### src/rtl/snake_pkg.sv
// Shared encodings for the snake game: directions, the reversal rule and scheduler states.
package snake_pkg;

  localparam logic [1:0] DirUp    = 2'd0;
  localparam logic [1:0] DirRight = 2'd1;
  localparam logic [1:0] DirDown  = 2'd2;
  localparam logic [1:0] DirLeft  = 2'd3;

  localparam logic [2:0] StIdle    = 3'd0;
  localparam logic [2:0] StRun     = 3'd1;
  localparam logic [2:0] StWaitAck = 3'd2;
  localparam logic [2:0] StPaused  = 3'd3;
  localparam logic [2:0] StOver    = 3'd4;

  // Opposite direction: up<->down, right<->left.
  function automatic logic [1:0] rev_dir(input logic [1:0] d);
    return d ^ 2'd2;
  endfunction

endpackage

### src/rtl/dir_fifo.sv
// Two-entry direction FIFO. Pop is applied before push when both occur in one cycle.
module dir_fifo (
  input  logic       clk_i,
  input  logic       rst_ni,
  input  logic       clear_i,
  input  logic       push_i,
  input  logic       pop_i,
  input  logic [1:0] data_i,
  output logic [1:0] head_o,
  output logic [1:0] tail_o,
  output logic       empty_o,
  output logic       full_o
);

  logic [1:0] mem0_q, mem0_d;
  logic [1:0] mem1_q, mem1_d;
  logic [1:0] cnt_q, cnt_d;

  // Next-state: clear, then pop (shift), then push into the first free slot.
  always_comb begin
    mem0_d = mem0_q;
    mem1_d = mem1_q;
    cnt_d  = cnt_q;
    if (clear_i) begin
      cnt_d = 2'd0;
    end else begin
      if (pop_i && (cnt_q != 2'd0)) begin
        mem0_d = mem1_q;
        cnt_d  = cnt_q - 2'd1;
      end
      if (push_i && (cnt_d != 2'd2)) begin
        if (cnt_d == 2'd0) begin
          mem0_d = data_i;
        end else begin
          mem1_d = data_i;
        end
        cnt_d = cnt_d + 2'd1;
      end
    end
  end

  // Storage and occupancy registers.
  always_ff @(posedge clk_i) begin
    if (!rst_ni) begin
      mem0_q <= 2'd0;
      mem1_q <= 2'd0;
      cnt_q  <= 2'd0;
    end else begin
      mem0_q <= mem0_d;
      mem1_q <= mem1_d;
      cnt_q  <= cnt_d;
    end
  end

  assign head_o  = mem0_q;
  assign tail_o  = (cnt_q == 2'd2) ? mem1_q : mem0_q;
  assign empty_o = (cnt_q == 2'd0);
  assign full_o  = (cnt_q == 2'd2);

endmodule

### src/rtl/snake_step_scheduler.sv
// Game-step controller: tick divider, buffered direction changes, step handshake,
// scoring/level-up and game-over handling.
module snake_step_scheduler
  import snake_pkg::*;
#(
  parameter int unsigned BASE_PERIOD    = 6250000,
  parameter int unsigned PERIOD_STEP    = 500000,
  parameter int unsigned MIN_PERIOD     = 2500000,
  parameter int unsigned FOOD_PER_LEVEL = 5,
  parameter int unsigned MAX_LEVEL      = 7,
  parameter int unsigned CNT_W          = 23
) (
  input  logic        clk_i,
  input  logic        rst_ni,
  input  logic        start_i,
  input  logic        pause_i,
  input  logic        dir_valid_i,
  input  logic [1:0]  dir_in_i,
  output logic        step_req_o,
  output logic [1:0]  step_dir_o,
  input  logic        step_ack_i,
  input  logic        ate_i,
  input  logic        hit_i,
  output logic        running_o,
  output logic        game_over_o,
  output logic [2:0]  level_o,
  output logic [15:0] score_o,
  output logic        overrun_o
);

  localparam int unsigned FoodW = $clog2(FOOD_PER_LEVEL + 1);

  // Period for a level: BASE - lvl*STEP, floored at MIN without unsigned underflow.
  function automatic logic [CNT_W-1:0] period_for(input logic [2:0] lvl);
    int unsigned red;
    red = 32'(lvl) * PERIOD_STEP;
    if (BASE_PERIOD < MIN_PERIOD + red) return CNT_W'(MIN_PERIOD);
    return CNT_W'(BASE_PERIOD - red);
  endfunction

  logic [2:0]       state_q, state_d;
  logic [CNT_W-1:0] count_q, count_d;
  logic [CNT_W-1:0] period_q, period_d;
  logic [1:0]       cur_dir_q, cur_dir_d;
  logic             step_req_q, step_req_d;
  logic [2:0]       level_q, level_d;
  logic [15:0]      score_q, score_d;
  logic [FoodW-1:0] food_cnt_q, food_cnt_d;
  logic             overrun_q, overrun_d;

  logic       fifo_clear, fifo_push, fifo_pop;
  logic       fifo_empty, fifo_full;
  logic [1:0] fifo_head, fifo_tail, ref_dir;
  logic       active, counting, tick;

  assign active   = (state_q == StRun) || (state_q == StWaitAck) || (state_q == StPaused);
  assign counting = (state_q == StRun) || (state_q == StWaitAck);
  assign tick     = counting && (count_q == period_q - CNT_W'(1));
  // A pop never changes the reference: the popped head is the old tail when only one is queued.
  assign ref_dir  = fifo_empty ? cur_dir_q : fifo_tail;

  // Next-state: divider, game FSM, scoring and direction filtering.
  always_comb begin
    state_d    = state_q;
    count_d    = count_q;
    period_d   = period_q;
    cur_dir_d  = cur_dir_q;
    step_req_d = step_req_q;
    level_d    = level_q;
    score_d    = score_q;
    food_cnt_d = food_cnt_q;
    overrun_d  = overrun_q;
    fifo_clear = 1'b0;
    fifo_pop   = 1'b0;

    if (counting) begin
      if (tick) begin
        count_d  = '0;
        period_d = period_for(level_q);
      end else begin
        count_d = count_q + CNT_W'(1);
      end
    end

    case (state_q)
      StIdle, StOver: begin
        if (start_i) begin
          state_d    = StRun;
          count_d    = '0;
          period_d   = CNT_W'(BASE_PERIOD);
          cur_dir_d  = DirRight;
          level_d    = 3'd0;
          score_d    = 16'd0;
          food_cnt_d = '0;
          overrun_d  = 1'b0;
          fifo_clear = 1'b1;
        end
      end
      StRun: begin
        if (tick) begin
          fifo_pop   = !fifo_empty;
          if (!fifo_empty) cur_dir_d = fifo_head;
          step_req_d = 1'b1;
          state_d    = StWaitAck;
        end else if (pause_i) begin
          state_d = StPaused;
        end
      end
      StWaitAck: begin
        if (tick) overrun_d = 1'b1;
        if (step_ack_i) begin
          step_req_d = 1'b0;
          if (hit_i) begin
            state_d = StOver;
          end else begin
            if (ate_i) begin
              if (score_q != 16'hFFFF) score_d = score_q + 16'd1;
              if (food_cnt_q == FoodW'(FOOD_PER_LEVEL - 1)) begin
                food_cnt_d = '0;
                if (level_q != 3'(MAX_LEVEL)) level_d = level_q + 3'd1;
              end else begin
                food_cnt_d = food_cnt_q + FoodW'(1);
              end
            end
            state_d = pause_i ? StPaused : StRun;
          end
        end
      end
      StPaused: begin
        if (!pause_i) state_d = StRun;
      end
      default: state_d = StIdle;
    endcase

    fifo_push = dir_valid_i && active && (!fifo_full || fifo_pop) &&
                (dir_in_i != ref_dir) && (dir_in_i != rev_dir(ref_dir));
  end

  // State registers with synchronous active-low reset.
  always_ff @(posedge clk_i) begin
    if (!rst_ni) begin
      state_q    <= StIdle;
      count_q    <= '0;
      period_q   <= CNT_W'(BASE_PERIOD);
      cur_dir_q  <= DirRight;
      step_req_q <= 1'b0;
      level_q    <= 3'd0;
      score_q    <= 16'd0;
      food_cnt_q <= '0;
      overrun_q  <= 1'b0;
    end else begin
      state_q    <= state_d;
      count_q    <= count_d;
      period_q   <= period_d;
      cur_dir_q  <= cur_dir_d;
      step_req_q <= step_req_d;
      level_q    <= level_d;
      score_q    <= score_d;
      food_cnt_q <= food_cnt_d;
      overrun_q  <= overrun_d;
    end
  end

  dir_fifo u_dir_fifo (
    .clk_i   (clk_i),
    .rst_ni  (rst_ni),
    .clear_i (fifo_clear),
    .push_i  (fifo_push),
    .pop_i   (fifo_pop),
    .data_i  (dir_in_i),
    .head_o  (fifo_head),
    .tail_o  (fifo_tail),
    .empty_o (fifo_empty),
    .full_o  (fifo_full)
  );

  assign step_req_o  = step_req_q;
  assign step_dir_o  = cur_dir_q;
  assign running_o   = active;
  assign game_over_o = (state_q == StOver);
  assign level_o     = level_q;
  assign score_o     = score_q;
  assign overrun_o   = overrun_q;

endmodule
### config.mk
export PLATFORM = sky130hd
export DESIGN_NAME = snake_step_scheduler
export DESIGN_NICKNAME = d
export VERILOG_FILES = /design/src/rtl/snake_pkg.sv /design/src/rtl/dir_fifo.sv /design/src/rtl/snake_step_scheduler.sv
export SDC_FILE = /design/constraint.sdc
export NUM_CORES = 1
export LEC_CHECK = 0
export BUFFER_PORTS_ARGS = -buffer_cell sky130_fd_sc_hd__buf_4
export CORE_UTILIZATION = 53
export CTS_CLUSTER_SIZE = 24
export DETAILED_ROUTE_END_ITERATION = 10
export PLACE_DENSITY = 0.7
export SLEW_MARGIN = 20
export SYNTH_ARGS = -nofsm -noshare
export SYNTH_HDL_FRONTEND = slang
export SYNTH_SLANG_ARGS = --single-unit
### constraint.sdc
create_clock -name clk_i -period 8.77 [get_ports clk_i]
set_clock_uncertainty 0.15 [all_clocks]
set_input_delay 0.4385 -clock clk_i [delete_from_list [all_inputs] [get_ports clk_i]]
set_output_delay 0.4385 -clock clk_i [all_outputs]
set_load 0.005 [all_outputs]
# Word-level counts from Yosys, hierarchy flattened
# Cells that the tools add are included.
[word_totals]
regBits = 81
[classes]
n_lt_le_gt_ge = 1
n_eq_ne = 24
mul = 1
addsub = 9
n_bitwise = 4
reduce_logical = 29
mux = 60
[op_table]
columns = ["op", "count"]
rows = [
  ["23-bit 2-to-1 mux", 10],
  ["16-bit 2-to-1 mux", 5],
  ["3-bit 2-to-1 mux", 16],
  ["16-bit case mux with 2 select lines", 1],
  ["2-bit 2-to-1 mux", 12],
  ["22-bit by 22-bit adder with 23-bit output (first input constant)", 1],
  ["23-bit by 1-bit adder with 23-bit output (second input constant)", 1],
  ["23-bit == test", 1],
  ["23-bit less-than comparator (first input constant)", 1],
  ["23-bit by 1-bit subtractor with 23-bit output (second input constant)", 1],
  ["23-bit by 22-bit subtractor with 23-bit output (first input constant)", 1],
  ["2-bit != test (second input constant)", 9],
  ["3-bit by 14-bit multiplier with 17-bit output (second input constant)", 1],
  ["16-bit by 1-bit adder with 16-bit output (second input constant)", 1],
  ["16-bit != test (second input constant)", 1],
  ["3-bit case mux with 2 select lines", 2],
  ["3-bit case mux with 4 select lines", 1],
  ["1-bit 2-to-1 mux", 10],
  ["3-bit AND reduction", 3],
  ["4-bit AND reduction", 2],
  ["2-bit nonzero test", 4],
  ["1-bit logical AND", 7],
  ["7-bit AND reduction", 1],
  ["3-bit by 1-bit adder with 3-bit output (second input constant)", 2],
  ["other kinds (19)", 34],
]

# Depth between registers and ports, before layout
# Gate-level depths: netlist of the first run.
[logic_depth]
ltp_word = 11
mapped_depth = 17
depth_no_buf = 16

# Hierarchy
# From an unflattened synthesis of the first run, not the netlist that was laid out.
[unflattened]
cells_unflattened = 617
area_unflattened_um2 = 5134.9
[modules_own_cells]
columns = ["mod", "area_each_um2", "n_inst", "seq_area_each_um2", "cells_each"]
rows = [
  ["snake_step_scheduler", 4695.8, 1, 1501.4, 574],
  ["dir_fifo", 439.2, 1, 120.1, 43],
]

# Worst setup path after synthesis of the first run
# OpenSTA, ideal clock, no wires.
[synth_timing]
path_type = "reg2reg"
startpoint = "reg period_q[0]"
endpoint = "reg u_dir_fifo.mem0_q[0] (netlist: u_dir_fifo.head_o[0])"
arrival_ns = 3.763
path_slack_ns = 4.787
period_less_slack_ns = 3.983
setup_ns = 0.070
path_buffers = 1
path_stages_with_launch = 18
required_ns = 8.550
cell_sequence = "dfxtp_1 inv_1 ha_1 nor4b_4 nand4_1 xnor2_1 a2111oi_0 nand4_2 nor3_4 mux2_2 inv_1 ha_1 and4b_1 clkbuf_1 and2_1 a21boi_0 mux2i_1 a21oi_1"
[synth_via]
elab_chain_cells = 11
word_cells_on_any_way = 18
classes_between = "add/sub (1); eq/ne (2); mux (7); reduce/logical (8)"
[synth_lines]
columns = ["item", "line_no", "text"]
rows = [
  ["start, declared", "snake_step_scheduler.sv:43", "logic [CNT_W-1:0] period_q, period_d;"],
  ["start signal, assigned", "snake_step_scheduler.sv:144", "period_q <= CNT_W'(BASE_PERIOD);"],
  ["start signal, assigned", "snake_step_scheduler.sv:154", "period_q <= period_d;"],
  ["23-bit by 1-bit subtractor with 23-bit output *", "snake_step_scheduler.sv:58", "assign tick = counting && (count_q == period_q - CNT_W'(1));"],
  ["23-bit == test *", "snake_step_scheduler.sv:58", ""],
  ["1-bit logical AND *", "snake_step_scheduler.sv:58", ""],
  ["1-bit 2-to-1 mux *", "snake_step_scheduler.sv:100", "if (tick) begin"],
  ["1-bit 2-to-1 mux *", "snake_step_scheduler.sv:85", "case (state_q)"],
  ["1-bit logical AND / 1-bit logical OR (equally long branches)", "dir_fifo.sv:27, snake_step_scheduler.sv:135", ""],
  ["2-bit 2-to-1 mux / 1-bit logical AND (equally long branches)", "dir_fifo.sv:27, snake_step_scheduler.sv:135", ""],
  ["2-bit 2-to-1 mux / 1-bit logical AND (equally long branches)", "dir_fifo.sv:24, snake_step_scheduler.sv:135", ""],
  ["2-bit zero test, or another cell as far along", "dir_fifo.sv:32", "if (cnt_d == 2'd0) begin"],
  ["2-bit 2-to-1 mux / 1-bit logical AND (equally long branches)", "dir_fifo.sv:32, dir_fifo.sv:31", ""],
  ["2-bit 2-to-1 mux *", "dir_fifo.sv:31", "if (push_i && (cnt_d != 2'd2)) begin"],
  ["end signal, assigned", "dir_fifo.sv:49", "mem0_q <= mem0_d;"],
  ["end, declared", "dir_fifo.sv:15", "logic [1:0] mem0_q, mem0_d;"],
]
# Mark *: on every way between the ends. The rest lies on a longest branch, timed or not. The select of a mux whose other input is x is not followed.
# A chain may end at the register's enable or synchronous reset.

# Worst setup path after layout of the first run
[layout_timing]
startpoint = "reg period_q[0]"
endpoint = "reg u_dir_fifo.mem0_q[1] (netlist: u_dir_fifo.head_o[1])"
# The elaborated chain is that of the path after synthesis.

==> key figures, run 1 <==
Outcome
  • Status: finished clean

Placement
  • Cell Area, Placed: 5460 um2
  • GP Congestion: 0.892
  • Hpwl dp: roughly 8.4 mm
  • Port Buffer Count: 34

Timing
  • Fmax: 0.226 GHz
  • Max-slew violations: 0
  • Final hold vios: 0
  • Period utilization: 50.5%
  • Crit path time final: 4.42 ns
  • Max_slew headroom: 33.2%
  • Worst-margin pin slew: about 1 ns
  • Final setup vio count: 0
  • RSZ-0062 raised after global routing: no
  • Setup TNS: 0 ns
  • Final hold slack: 0.188 ns

Pwr
  • Switching part of the total power: 24.4%
  • Int Pwr: ~540 uW
  • Leak: 0.00223 uW
  • Worst VDD drop: approximately 120 uV
  • Switching power: 173 uW
  • Clock group share of total power: between 30% and 40%
  • Flop pwr share: a little over half
  • Design Power: 709 uW
  • Gate power share: 8.1%
  • Cell Pwr Density: 125 nW/um2

Cells and area
  • FF+latch area: 1620 um2
  • Layout cell share with drive strength beyond 1: 11.1%
  • Ant diodes: 0
  • Fillers: 856
  • Most common cell after layout, fill and taps aside: nor2_1
  • Post-layout util: approximately three fifths
  • Multi-input gate area: 3290 um2
  • Fin area: 5670 um2
  • Commonest non-fill, non-tap cells in the layout: nor2_1, dfxtp_1, nand2_1, xor2_1, buf_4
  • Syn-to-layout area delta: 10.7%
  • Final net count: 680

Yosys
  • Leading area contributor after synthesis: dfxtp_1
  • Dominant cells by area after synthesis: dfxtp_1, xor2_1, nor2_1
  • Synthesized net count: 655
  • Synth cell types: 60
  • Yosys reg bits: 81
  • Seq/Total Area, Yosys: 31.7%
  • Synth top area share: 31.7%
  • EDFF count, synth: 0
  • Cells after synthesis: 617
  • Synth Flop Type: dfxtp_1
  • Asr flop ratio synth: 0%
  • Warnings, synthesis: 0
  • Cell area after synthesis: 5120 um2
  • Mean area per synthesized cell: 8.30 um2

Setup path
  • Worst-path maximum fanout: 8
  • Worst R2R Path Depth: 16
  • Crit path max-delay family: simple AND/OR/NAND/NOR gates
  • Critical setup path kind: flip-flop to flip-flop
  • Bufs and invs on worst path: 2
  • Crit path DAT: 4.57 ns
  • Critical path's slowest cell: nor3_4
  • Slowest cell delay on critical path: 0.50 ns
  • Setup crit end kind: flip-flop
  • CP Data Required Time: 8.92 ns
  • Critical Path Start Type: flip-flop
  • Worst R2R End: u_dir_fifo.head_o[1]
  • CP cell instances: inv_1, ha_1, nor4b_4, nand4_1, xnor2_1, a2111oi_0, nand4_2, nor3_4, mux2_2, inv_1, ha_1, and4b_1, and2_1, a21boi_0, mux2i_1, a21oi_1
  • Reg-to-reg setup timing slack: 4.35 ns
  • Worst r2r src: period_q[0]

Clocking
  • Clk slew on worst S/H paths: roughly 0.080 ns
  • CTS tree: yes
  • CTS Sinks: 81
  • Maximum level of the CTS H-tree: 3
  • CTS Hold Bufs: 0
  • Clk_lat worst skew: 0.36 ns
  • Maximum clock path buffer count: 2
  • CTS root buf: clkbuf_8
  • Setup Fix Bufs, Post-CTS: 0
  • PostCTS Resize Cnt: 0
  • Clock buffer count from CTS: 9

Detailed routing
  • Iter 0 DRT Violations: 179
  • WL/cell: 14.4 um
  • DRT antenna net count: 0
  • Via density per instance: 5.56
  • Routed vias: 4309
  • 1st-pass router iterations: 5
  • DRC errors left: 0
  • Post-Route WL: approximately 11 mm

Die
  • # IOs: 35
  • Die width: 100 um
  • Starting Density: between 50% and 60%
  • Die Ht: 100 um
  • Die area: 10100 um2
  • Row cnt: 35
  • Core footprint: around 9300 um2

Worst hold path
  • Hold_sp: dir_in_i[1]
  • Hold Path Class: input port to flip-flop
  • Hold Crit Depth: 3
  • Hold endpoint: u_dir_fifo.mem1_q[1]

GRT
  • Largest net degree at the start of global routing: 29
  • Vias in the first global route: around 4100
  • Tot GR Track Use: 23.9%
  • First-pass GRT wire length: around 19 mm
  • Total grt overflow: 0
  • Initial antenna violation count: 0

Flow run
  • Max Cap Viol: 0
==> state kept, by name (all words and copies together) (netlist names), 2 cells and up <==
signal	cells
period_q	23
u_dir_fifo.head_o	2
count_q	23
u_dir_fifo.cnt_q	2
u_dir_fifo.mem1_q	2
score_o	16
food_cnt_q	3
state_q	3
step_dir_o	2
level_o	3
==> through the flow <==
stage / instances / worst slack [ns]
after floorplan: 617 / 4.79
after global placement: 760 / 4.60
after detailed placement: 760 / 4.35
after CTS: 775 / 4.39
after global routing: 775 / 4.04
final: 775 / 4.35
==> cells in the mapped netlist (all sizes together), types with 8 or more instances <==
master  instances
xnor2          34
nor3           12
and3           12
ha             25
or3             9
inv            28
mux2i          17
clkbuf         17
nand2          54
nand2b         10
nand3          22
xor2           40
a21oi          34
buf             8
nor4           14
nor2           84
o21ai          28
dfxtp          81
nand4          11
==> area by class of cell <==
cell class | instances | area share, %
Inverter | 28 | 1.85
Multi-Input combinational cell | 483 | 58.1
Timing Repair Buffer | 39 | 5.17
Tap cell | 129 | 2.85
Clock inverter | 3 | 0.707
Clock buffer | 12 | 2.74
Sequential cell | 81 | 28.6
==> cell families after synthesis <==
kind of cell             Yosys count  synth area share, %
AND/OR/NAND/NOR                  262                 28.1
AO/OA/AOI/OAI                    100                 12.0
flip-flops                        81                 31.7
XOR/XNOR                          74                 12.7
buffers and inverters             53                 4.57
adder cells (fa/ha/maj)           28                 7.28
multiplexers                      19                 3.76
==> tightest hold or removal path, delay by kind of cell <==
kind / cells / cell delay (ns)
buf+inv: 1 / 0.12
simple gates: 1 / 0.05
mux: 1 / 0.05
==> metal layers <==
metal | vias to the layer above | wire [um] | global-route usage [%]
met2 | 94 | 5250 | 41.4
met3 | 17 | 497 | 6.41
met4 | 0 | 187 | 7.02
met1 | 2008 | 5240 | 28.9
li1 | 2190 | - | -
met5 | - | 0 | 0
==> worst max-delay path by stage <==
stage	cells after the start	start	end	slack [ns]
floorplan	17	period_q[0]	u_dir_fifo.head_o[0]	4.79
global placement	16	period_q[0]	u_dir_fifo.head_o[1]	4.60
detailed placement	16	period_q[0]	u_dir_fifo.head_o[1]	4.35
CTS	16	period_q[0]	u_dir_fifo.head_o[1]	4.39
global route	16	period_q[0]	u_dir_fifo.head_o[1]	4.04
finish	16	period_q[0]	u_dir_fifo.head_o[1]	4.35
==> power groups by stage <==
stage,logic (uW),registers [uW],clock network [uW]
floorplan,41.6,381,0
global placement,55.8,384,0
detailed placement,57.0,384,0
CTS,57.1,375,284
global route,64.2,376,302
finish,57.4,375,276
No activity file was read; power rests on OpenSTA's default activity.
==> run 2, diff against run 1 <==
==> constraint.sdc (replaced) <==
create_clock -name clk_i -period 4.1 [get_ports clk_i]
set_clock_uncertainty 0.15 [all_clocks]
set_input_delay 0.205 -clock clk_i [delete_from_list [all_inputs] [get_ports clk_i]]
set_output_delay 0.205 -clock clk_i [all_outputs]
set_load 0.005 [all_outputs]
==> key figures, run 2 (synthesis results as in run 1) <==
Detailed routing
  • 1st-pass router iterations: 4
  • WL/cell: 14.7 um
  • Via density per instance: between 5 and 6
  • DRC errors left: 0
  • Iter 0 DRT Violations: between 150 and 200
  • Post-Route WL: 11.6 mm
  • Routed vias: 4446
  • DRT antenna net count: 0

Timing
  • Final setup vio count: 0
  • Worst-margin pin slew: 0.691 ns
  • Post-route setup slack: 0.186 ns
  • Crit path time final: about 3.9 ns
  • Final hold vios: 0
  • Max-slew violations: 0
  • Fmax: 0.256 GHz
  • Max_slew headroom: 53.8%
  • Period utilization: 95.5%
  • Setup TNS: 0 ns

Setup path
  • Worst R2R End: u_dir_fifo.head_o[1]
  • Worst-path maximum fanout: 8
  • Setup crit end kind: flip-flop
  • Critical Path Start Type: flip-flop
  • Reg-to-reg setup timing slack: 0.19 ns
  • Critical Path End: u_dir_fifo.head_o[1]
  • CP Data Required Time: 4.24 ns
  • Worst r2r src: period_q[8]
  • Critical setup path kind: flip-flop to flip-flop
  • Worst Setup SP: period_q[8]
  • Worst R2R Path Depth: 14
  • Crit path DAT: between 4 and 5 ns

Cells and area
  • Layout cell share with drive strength beyond 1: 14.2%
  • Fillers: 861
  • Commonest non-fill, non-tap cells in the layout: nor2_1, dfxtp_1, nand2_1, buf_4, xor2_1
  • Most common cell after layout, fill and taps aside: nor2_1
  • Final net count: 698
  • Syn-to-layout area delta: 14.4%
  • FF+latch area: 1620 um2
  • Ant diodes: 0
  • Multi-input gate area: 3320 um2

Die
  • Die area: 10100 um2
  • Row cnt: 35
  • Starting Density: approximately 55%
  • Core footprint: slightly above 9000 um2
  • Die Ht: 100 um
  • Die width: 100 um
  • # IOs: 35

Clocking
  • Clock buffer count from CTS: 9
  • Clk slew on worst S/H paths: 0.08 ns
  • Clk_lat worst skew: ~0.36 ns
  • CTS Sinks: between 80 and 90
  • CTS root buf: clkbuf_8
  • Maximum level of the CTS H-tree: 3
  • CTS tree: yes
  • Maximum clock path buffer count: 2

GRT
  • Vias in the first global route: 4394
  • Total grt overflow: 0
  • Largest net degree at the start of global routing: 28
  • First-pass GRT wire length: 19.9 mm
  • Tot GR Track Use: 24.8%
  • Initial antenna violation count: 0

Placement
  • Port Buffer Count: 34
  • GP Congestion: 0.943
  • Hpwl dp: 8.66 mm
  • Pre-CTS setup slack: -0.202 ns

Pwr
  • Design Power: roughly 1500 uW
  • Worst VDD drop: approximately 160 uV
  • Cell Pwr Density: roughly 260 nW/um2
  • Leak: 0.00233 uW

Outcome
  • Status: finished clean

Flow run
  • Max Cap Viol: 0

Worst hold path
  • Hold Path Class: input port to flip-flop
==> run 2: worst max-delay path, cell delays in order, from the launching register on <==
cell and delay (ns):
dfxtp_1 0.43, nor3_4 0.29, and4_1 0.27, and3_1 0.17, mux2_2 0.38, or3b_1 0.43
nor3_4 0.26, mux2_2 0.39, inv_1 0.07, ha_1 0.15, and4b_2 0.27, and2_4 0.19
a21boi_1 0.20, mux2i_1 0.10, a21oi_1 0.12
==> run 2: metal layers <==
| layer | track usage [%] | up-vias | part of all wire [%] |
|---|---|---|---|
| met5 | 0 | - | 0 |
| met2 | 44.0 | 104 | 48 |
| met1 | 29.3 | 2088 | 45 |
| met4 | 8.92 | 0 | 2.1 |
| met3 | 5.57 | 24 | 4.6 |
| li1 | - | 2230 | - |
==> run 2: worst min-delay path by stage <==
stage	start	endpoint	slack, ns	cells after the start
after floorplan	dir_in_i[0]	u_dir_fifo.head_o[0]	0.19	2
after global placement	u_dir_fifo.mem1_q[1]	u_dir_fifo.mem1_q[1]	0.29	2
after detailed placement	u_dir_fifo.mem1_q[1]	u_dir_fifo.mem1_q[1]	0.30	2
after CTS	step_ack_i	state_q[0]	0.005	3
after global routing	pause_i	state_q[1]	0.04	3
final	step_ack_i	state_q[0]	0.02	3
==> run 2: repair_timing <==
action                     in CTS  in global routing
pin swaps                       0                  7
gates resized for setup         2                 12
hold endpoints to repair        7                  0
setup endpoints to repair       4                  5
hold buffers                    4                  0
buffers inserted                0                  3
==> run 2: cell type report <==
type / instances / share of cell area (%)
Clock inverter: 3 / 0.683
Tap cell: 129 / 2.76
Timing Repair Buffer: 57 / 7.75
Sequential cell: 81 / 27.7
Clock buffer: 12 / 2.65
Multi-Input combinational cell: 483 / 56.7
Inverter: 28 / 1.79
==> run 2: per-stage QoR <==
stage	cell area [um2]	std cells	hold WS [ns]	utilization [%]
finish	5860	793	0.0243	63.1
global route	5860	793	0.0435	63.1
CTS	5800	790	0.00470	62.4
detailed placement	5550	771	0.302	59.8
global placement	5550	771	0.294	59.8
floorplan	5120	617	0.193	-
==> run 2: power breakdown <==
| part | total [uW] | internal, uW | switching, uW | leakage, uW |
|---|---|---|---|---|
| clock network | 585 | 310 | 275 | 0.000102 |
| registers | 803 | 792 | 10.4 | 0.000653 |
| logic | 130 | 48.8 | 81.7 | 0.00157 |
| total | 1520 | 1150 | 367 | 0.00233 |
==> run 3, diff against run 2 <==
--- a/config.mk
+++ b/config.mk
@@ -9,7 +9,7 @@
 export CORE_UTILIZATION = 53
 export CTS_CLUSTER_SIZE = 24
 export DETAILED_ROUTE_END_ITERATION = 10
-export PLACE_DENSITY = 0.7
+export PLACE_DENSITY = 0.73
 export SLEW_MARGIN = 20
 export SYNTH_ARGS = -nofsm -noshare
 export SYNTH_HDL_FRONTEND = slang
==> constraint.sdc (replaced) <==
create_clock -name clk_i -period 3.5 [get_ports clk_i]
set_clock_uncertainty 0.15 [all_clocks]
set_input_delay 0.175 -clock clk_i [delete_from_list [all_inputs] [get_ports clk_i]]
set_output_delay 0.175 -clock clk_i [all_outputs]
set_load 0.005 [all_outputs]
==> key figures, run 3 (synthesis results as in run 1) <==
Timing
  • Final hold vios: 0
  • Max-slew violations: 0
  • Fmax: 0.272 GHz
  • Worst-margin pin slew: around 0.7 ns
  • Final setup vio count: 6
  • Post-route setup slack: -0.173 ns
  • RSZ-0062 raised after global routing: yes
  • Max_slew headroom: approximately 53%
  • Crit path time final: 3.67 ns
  • Period utilization: 105%
  • Setup TNS: -0.631 ns

Setup path
  • CP Data Required Time: 3.60 ns
  • Critical path's slowest cell: dfxtp_4
  • Setup crit end kind: flip-flop
  • Worst-path maximum fanout: 5
  • Bufs and invs on worst path: 3
  • Crit path max-delay family: simple AND/OR/NAND/NOR gates
  • CP cell instances: inv_4, ha_4, nor4b_4, buf_6, nand4_1, xnor2_2, a2111oi_4, nand4_2, nor3_4, buf_4, xnor2_2, ha_4, and4b_2, and2_4, a21boi_2, o31ai_1, a21oi_1
  • Slowest cell delay on critical path: between 0.3 and 0.4 ns
  • Critical setup path kind: flip-flop to flip-flop
  • Critical Path Start Type: flip-flop
  • Crit path DAT: roughly 3.8 ns

Detailed routing
  • DRC errors left: 0
  • DRT antenna net count: 0
  • Via density per instance: 5.50
  • Routed vias: between 4000 and 5000
  • WL/cell: approximately 15 um
  • Post-Route WL: roughly 13 mm
  • Iter 0 DRT Violations: 190
  • 1st-pass router iterations: 4

GRT
  • Largest net degree at the start of global routing: 28
  • First-pass GRT wire length: about 21 mm
  • Initial antenna violation count: 0
  • Tot GR Track Use: approximately a quarter
  • Vias in the first global route: 4621
  • Total grt overflow: 0

Die
  • Core footprint: 9280 um2
  • Row cnt: 35
  • Die width: 100 um
  • # IOs: 35
  • Die area: about 10000 um2
  • Die Ht: 100 um
  • Starting Density: 55.1%

Clocking
  • CTS Sinks: 81
  • CTS root buf: clkbuf_8
  • Clock buffer count from CTS: 9
  • Maximum level of the CTS H-tree: 3
  • CTS tree: yes
  • Maximum clock path buffer count: 2
  • Clk slew on worst S/H paths: 0.09 ns
  • Clk_lat worst skew: 0.37 ns

Pwr
  • Cell Pwr Density: 273 nW/um2
  • Worst VDD drop: 236 uV
  • Leak: 0.00258 uW

Placement
  • GP Congestion: 0.891
  • Cell Area, Placed: around 5900 um2
  • Port Buffer Count: 34
  • Pre-CTS setup slack: -0.144 ns
  • Hpwl dp: 9.22 mm

Cells and area
  • Fin area: 6390 um2
  • Multi-input gate area: 3440 um2
  • Final net count: about 750
  • Post-layout util: 68.8%
  • Commonest non-fill, non-tap cells in the layout: buf_4, nor2_1, dfxtp_1, nand2_1, xor2_1
  • Most common cell after layout, fill and taps aside: buf_4
  • Layout cell share with drive strength beyond 1: 22.7%
  • FF+latch area: roughly 1600 um2
  • Syn-to-layout area delta: 24.9%
  • Fillers: 733
  • Ant diodes: 0

Outcome
  • Failing checks: setup timing
  • Status: finished, violations left

Flow run
  • Max Cap Viol: 0

Worst hold path
  • Hold Path Class: input port to flip-flop
[run 3: path summary, 6_finish.rpt]
| path | slack [ns] | depth (start not counted) | to | from |
|---|---|---|---|---|
| setup / recovery | -0.17 | 17 | u_dir_fifo.head_o[1] | period_q[1] |
| hold / removal | 0.10 | 4 | food_cnt_q[0] | ate_i |
| setup reg to reg | -0.17 | 17 | u_dir_fifo.head_o[1] | period_q[1] |
| hold reg to reg | 0.31 | 2 | u_dir_fifo.mem1_q[1] | u_dir_fifo.mem1_q[1] |
[run 3: tightest hold or removal path, cell delays in order]
cell     delay (ns)
buf_4          0.08
a31oi_1        0.13
a21oi_1        0.16
nor2_1         0.04
[run 3: metal layers]
layer / GRT usage [%] / routed length, um / vias up
met5: 0 / 0 / -
met3: 5.57 / 509 / 17
met1: 32.5 / 5630 / 2204
met2: 46.2 / 6460 / 108
met4: 10.4 / 246 / 0
li1: - / - / 2331
[run 3: final cells by class]
cell class,instances,area share (%)
timing repair buffer,111,13.6
tap,129,2.53
clock buffer,9,1.94
inverter,28,1.72
multi-input combinational,483,53.9
clock inverter,7,0.822
sequential,81,25.5
[run 3: repair_timing]
action / CTS / global route
endpoints found under the hold margin: 8 / 0
gates resized for setup: 8 / 9
hold buffers: 8 / 0
setup buffers: 8 / 6
pin swaps: 11 / 9
setup endpoints to repair: 5 / 42
[run 3: power breakdown]
| part | switching (uW) | total [uW] | leakage [uW] | internal (uW) |
|---|---|---|---|---|
| registers | 7.46 | 934 | 0.000656 | 927 |
| clock network | 370 | 632 | 0.0000900 | 262 |
| logic | 109 | 180 | 0.00184 | 71.6 |
[run 3: metrics by stage]
stage	total power (uW)	instances	hold slack, ns
after CTS	1760	842	0.0952
after global routing	1830	848	0.132
after global placement	1120	810	0.290
final	1750	848	0.102
after floorplan	1060	617	0.163
after detailed placement	1120	810	0.294
